`config.mk`:
```
export PLATFORM = sky130hd
export DESIGN_NAME = regfile_wb_arbiter
export DESIGN_NICKNAME = d
export VERILOG_FILES = /design/src/rtl/regfile_wb_arbiter.sv
export SDC_FILE = /design/constraint.sdc
export NUM_CORES = 1
export LEC_CHECK = 0
export ABC_CLOCK_PERIOD_IN_PS = 8700
export CAP_MARGIN = 10
export CORE_UTILIZATION = 45
export DETAILED_ROUTE_END_ITERATION = 10
export GPL_TIMING_DRIVEN = 0
export PLACE_DENSITY = 0.8
export REMOVE_ABC_BUFFERS = 1
export SKIP_LAST_GASP = 1
export SLEW_MARGIN = 30
export SYNTH_ARGS = -nofsm -noshare
export SYNTH_HDL_FRONTEND = slang
export SYNTH_SLANG_ARGS = --single-unit
```
`constraint.sdc`:
```
create_clock -name iClk -period 8.7 [get_ports iClk]
set_input_delay 1.305 -clock iClk [delete_from_list [all_inputs] [get_ports iClk]]
set_output_delay 1.305 -clock iClk [all_outputs]
set_load 0.02 [all_outputs]
```
`src/rtl/regfile_wb_arbiter.sv`:
```
// regfile_wb_arbiter: shares one register-file write port between ALU (A) and load (B) writebacks.
// Optional forwarding of held entries to decode is enabled with `define WB_FWD_EN.
module regfile_wb_arbiter #(
  parameter int DATA_W = 32,
  parameter int ADDR_W = 5
) (
  input  logic                 iClk,
  input  logic                 iRst,
  input  logic                 iAValid,
  input  logic [ADDR_W-1:0]    iARdAddr,
  input  logic [DATA_W-1:0]    iAData,
  output logic                 oAReady,
  input  logic                 iBValid,
  input  logic [ADDR_W-1:0]    iBRdAddr,
  input  logic [DATA_W-1:0]    iBData,
  output logic                 oBReady,
  output logic                 oWriteEn,
  output logic [ADDR_W-1:0]    oRdAddr,
  output logic [DATA_W-1:0]    oWriteData,
  output logic [2**ADDR_W-1:0] oPendingMask
`ifdef WB_FWD_EN
  ,
  input  logic [ADDR_W-1:0]    iRs1Addr,
  input  logic [ADDR_W-1:0]    iRs2Addr,
  output logic                 oRs1Hit,
  output logic                 oRs2Hit,
  output logic [DATA_W-1:0]    oRs1Data,
  output logic [DATA_W-1:0]    oRs2Data
`endif
);
  logic              a_vld_q, a_vld_d, b_vld_q, b_vld_d;
  logic [ADDR_W-1:0] a_addr_q, a_addr_d, b_addr_q, b_addr_d;
  logic [DATA_W-1:0] a_data_q, a_data_d, b_data_q, b_data_d;
  logic              a_old_q, a_old_d, ptr_q, ptr_d;
  logic              same, grant_a, grant_b, a_load, b_load, a_keep, b_keep;
  // a_old_q: A is the older entry when both are held; ptr_q: 0 favours A, 1 favours B
  always_comb begin
    same         = a_vld_q & b_vld_q & (a_addr_q == b_addr_q);
    grant_a      = a_vld_q & (~b_vld_q | (same ? a_old_q : ~ptr_q));
    grant_b      = b_vld_q & ~grant_a;
    oAReady      = ~iRst & (~a_vld_q | grant_a);
    oBReady      = ~iRst & (~b_vld_q | grant_b);
    a_load       = iAValid & oAReady & (iARdAddr != '0);
    b_load       = iBValid & oBReady & (iBRdAddr != '0);
    a_keep       = a_vld_q & ~grant_a;
    b_keep       = b_vld_q & ~grant_b;
    a_vld_d      = a_load | a_keep;
    b_vld_d      = b_load | b_keep;
    a_addr_d     = a_load ? iARdAddr : a_addr_q;
    b_addr_d     = b_load ? iBRdAddr : b_addr_q;
    a_data_d     = a_load ? iAData : a_data_q;
    b_data_d     = b_load ? iBData : b_data_q;
    a_old_d      = (a_keep & b_keep) ? a_old_q : ~(b_keep & a_load);
    ptr_d        = (a_vld_q & b_vld_q & ~same) ? grant_a : ptr_q;
    oWriteEn     = grant_a | grant_b;
    oRdAddr      = grant_a ? a_addr_q : grant_b ? b_addr_q : '0;
    oWriteData   = grant_a ? a_data_q : grant_b ? b_data_q : '0;
    oPendingMask = '0;
    if (a_vld_q) oPendingMask[a_addr_q] = 1'b1;
    if (b_vld_q) oPendingMask[b_addr_q] = 1'b1;
  end
  always_ff @(posedge iClk or posedge iRst) begin
    if (iRst) begin
      a_vld_q  <= 1'b0;
      b_vld_q  <= 1'b0;
      a_addr_q <= '0;
      b_addr_q <= '0;
      a_data_q <= '0;
      b_data_q <= '0;
      a_old_q  <= 1'b0;
      ptr_q    <= 1'b0;
    end else begin
      a_vld_q  <= a_vld_d;
      b_vld_q  <= b_vld_d;
      a_addr_q <= a_addr_d;
      b_addr_q <= b_addr_d;
      a_data_q <= a_data_d;
      b_data_q <= b_data_d;
      a_old_q  <= a_old_d;
      ptr_q    <= ptr_d;
    end
  end
`ifdef WB_FWD_EN
  logic h1a, h1b, h2a, h2b;
  // when both entries match, the younger one holds the newest value
  always_comb begin
    h1a      = a_vld_q & (a_addr_q == iRs1Addr) & (iRs1Addr != '0);
    h1b      = b_vld_q & (b_addr_q == iRs1Addr) & (iRs1Addr != '0);
    h2a      = a_vld_q & (a_addr_q == iRs2Addr) & (iRs2Addr != '0);
    h2b      = b_vld_q & (b_addr_q == iRs2Addr) & (iRs2Addr != '0);
    oRs1Hit  = h1a | h1b;
    oRs2Hit  = h2a | h2b;
    oRs1Data = (h1b & (~h1a | a_old_q)) ? b_data_q : h1a ? a_data_q : '0;
    oRs2Data = (h2b & (~h2a | a_old_q)) ? b_data_q : h2a ? a_data_q : '0;
  end
`endif
endmodule
```
==> flow_summary_export.csv <==
group,metric,value,unit
global_routing,track_usage,22.77,%
placement,dp.cells,649,
setup_path,reg2regPathDepth,5,
setup_path,crit-reg2reg-launch,"b_addr_q[2]",
drt,first_pass_iters,6,
timing,drv_slew,0,
floorplan,die_x,99.99,um
setup_path,worstPathCellList,"clkdlybuf4s50_1 > inv_4 > buf_16 > and3_1 > clkdlybuf4s50_1",
synth,synthesis.area,4320,um^2
clock_tree,ctsHoldBuffers,0,
timing,fmax,0.2168,GHz
setup_path,cp_top_family,"buffers and inverters",
finish,final_common_cell,"clkdlybuf4s50_1",
global_routing,overflow,0,
finish,final_layout_size_suffix_gt1_share,15.67,%
drt,route.detailed.drc,0,
synth,yosysWarnings,0,
finish,layout_common_cells,"clkdlybuf4s50_1, dfrtp_1, nand2_1",
placement,place_hpwl,8.025,mm
clock_tree,post_cts_buffers,0,
timing,setup_tns,0,ps
synth,synth_edf_count,0,
run,cap_violations,0,
finish,instances_no_fill,665,
drt,wl_per_cell,16.13,um
drt,routed_wl,10.73,mm
setup_path,path_class,"input port to output pin",
synth,synth_flop_cell,"dfrtp_1",
timing,tightest_slew,694.3,ps
pwr,ir_drop,0.1239,mV
drt,vias,3476,
drt,wl_met1,4.417,mm
timing,finClkSkew,13.88,ps
placement,place.port_buffers,149,
drt,ant_nets,0,
pwr,p_leak,2.769,nW
clock_tree,cts.clk_slew.worst_paths,80,ps
floorplan,die_h,99.99,um
timing,rsz0062_at_grt,"false",
global_routing,grt_pass1_vias,3638,
timing,fin_crit,4612,ps
drt,viasPerCell,5.227,
synth,synthArstFlopShare,100.0,%
global_routing,grt_max_degree,51,
finish,area_growth,42.98,%
synth,synth-seq-cells,78,
setup_path,r2r-end,"a_data_q[29]",
placement,dp_slack,4032,ps
run_status,status,"finished, final reports clean",
floorplan,start_util,46.54,%
synth,synth.largest_area_cell,"dfrtp_1",
floorplan,die_area,9997,um^2
clock_tree,root_buffer,"clkbuf_8",
setup_path,slowest_stage,"clkdlybuf4s50_1",
setup_path,worst-path-stages,5,
drt,wl_met3,766,um
setup_path,worst_setup_path_end_kind,"output pin",
pwr,fin_total_pwr,1.190,mW
drt,top_layer,"met4",
setup_path,cp.arrival,3310,ps
setup_path,cp-startpoint,"iRst",
timing,slew_headroom,53.72,%
floorplan,core_area,9284,um^2
finish,fin_nets,609,
synth,synthCells,387,
setup_path,critPathLaunchType,"input port",
synth,ys_seq_area_share,45.18,%
floorplan,pin_count,150,
placement,gp_congestion,0.8417,
worst_hold_path,hold_path.class,"register to register",
setup_path,r2r_slack,6170,ps
drt,met2_length,5.414,mm
floorplan,fp-row-count,35,
timing,finalHoldViolations,0,
setup_path,crit_buf_inv,4,
setup_path,crit_path_end,"oAReady",
clock_tree,cts_buffers,9,
setup_path,cp_max_fo,50,
clock_tree,cts_max_path_buffers,2,
synth,synth_top_area_share,45.18,%
clock_tree,cts-resized-gates,0,
timing,post-route-period-util,53.01,%
finish,n_antenna_cell,0,
clock_tree,cts_num_sinks,78,
drt,first_iter_violations,128,
clock_tree,htreeDepth,3,
synth,yosysUniqueCellTypes,38,
clock_tree,clock_latency,350,ps
pwr,p_per_area,192.7,nW/um^2
synth,syn_avg_cell_area,11.16,um^2
timing,setup_viol,0,
timing,setup_slack,4088,ps
clock_tree,tritoncts,"done",
setup_path,cp_common_cell,"clkdlybuf4s50_1",
timing,timing.hold.ws,493.7,ps
global_routing,grt_pass1_wl,17.80,mm
synth,synth_area_leaders,"dfrtp_1, mux2i_1, mux2_1, mux2_2, mux2_4",
global_routing,antenna_found_initial,0,
setup_path,slowest_delay,630,ps
setup_path,cp_data_required_time,7390,ps
## where the power goes
group | switching, mW | internal [mW]
Combinational | 0.198 | 0.226
Sequential | 0.0573 | 0.431
Clock | 0.142 | 0.137
Total | 0.397 | 0.793
## cells in the mapped netlist, types with 2 or more instances
cell      number
a21oi_1        2
and2_1         2
and3_1         2
buf_12         2
buf_2          6
buf_4          3
buf_6          6
clkbuf_1       7
dfrtp_1       78
inv_1         40
mux2_1        29
mux2_2        25
mux2_4        18
mux2i_1       37
nand2_1       47
nand3_1       13
nand3b_1       3
nor2_1         6
nor2b_1        2
o21ai_0        2
o22ai_1       33
or2_2          4
or4_1          2
xnor2_1        2
xnor2_2        3
## layout make-up
cell class	count	area, um^2
clock buffers	9	123.9
clock inverters	7	80.08
fillers	735	3107
inverters	40	152.6
multi-input cells	245	2052
flip-flops and latches	78	1953
well taps	129	161.4
repair buffers	157	1654
## flip-flops by register name, summed over array words and instances, names as in the netlist
signal / count
a_data_q: 32
b_data_q: 32
a_addr_q: 5
b_addr_q: 5
a_old_q: 1
a_vld_q: 1
b_vld_q: 1
ptr_q: 1
## layer usage
metal / vias to the layer above / track usage (%)
li1: 1622 / -
met1: 1692 / 27.11
met2: 150 / 40.42
met3: 12 / 7.033
met4: 0 / 5.128
met5: - / 0
## stage by stage
step | utilization (%) | area [um^2]
finish | 66.54 | 6177
global route | 66.54 | 6177
CTS | 66.54 | 6177
detailed placement | 64.34 | 5973
global placement | 62.33 | 5787
floorplan | - | 4134
## logic make-up (layout without fill, tap and decap cells)
group | after synthesis | in the layout | share of synthesized area (%)
AOI/OAI and AO/OA | 42 | 42 | 6.255
muxes | 109 | 109 | 28.90
and+or+nand+nor | 88 | 88 | 10.14
buffers and inverters | 64 | 213 | 7.790
xor gates and xnor gates | 6 | 6 | 1.738
DFF | 78 | 78 | 45.18
## how the worst min path moves through the flow
stage,startpoint,endpoint,cells after the start
2_1_floorplan,b_data_q[0],b_data_q[0],1
3_3_place_gp,b_data_q[10],b_data_q[10],1
3_5_place_dp,b_data_q[15],b_data_q[15],1
4_1_cts,b_data_q[15],b_data_q[15],1
5_1_grt,b_data_q[10],b_data_q[10],1
6_report,b_data_q[10],b_data_q[10],1
(Power assumes the default switching activity.)
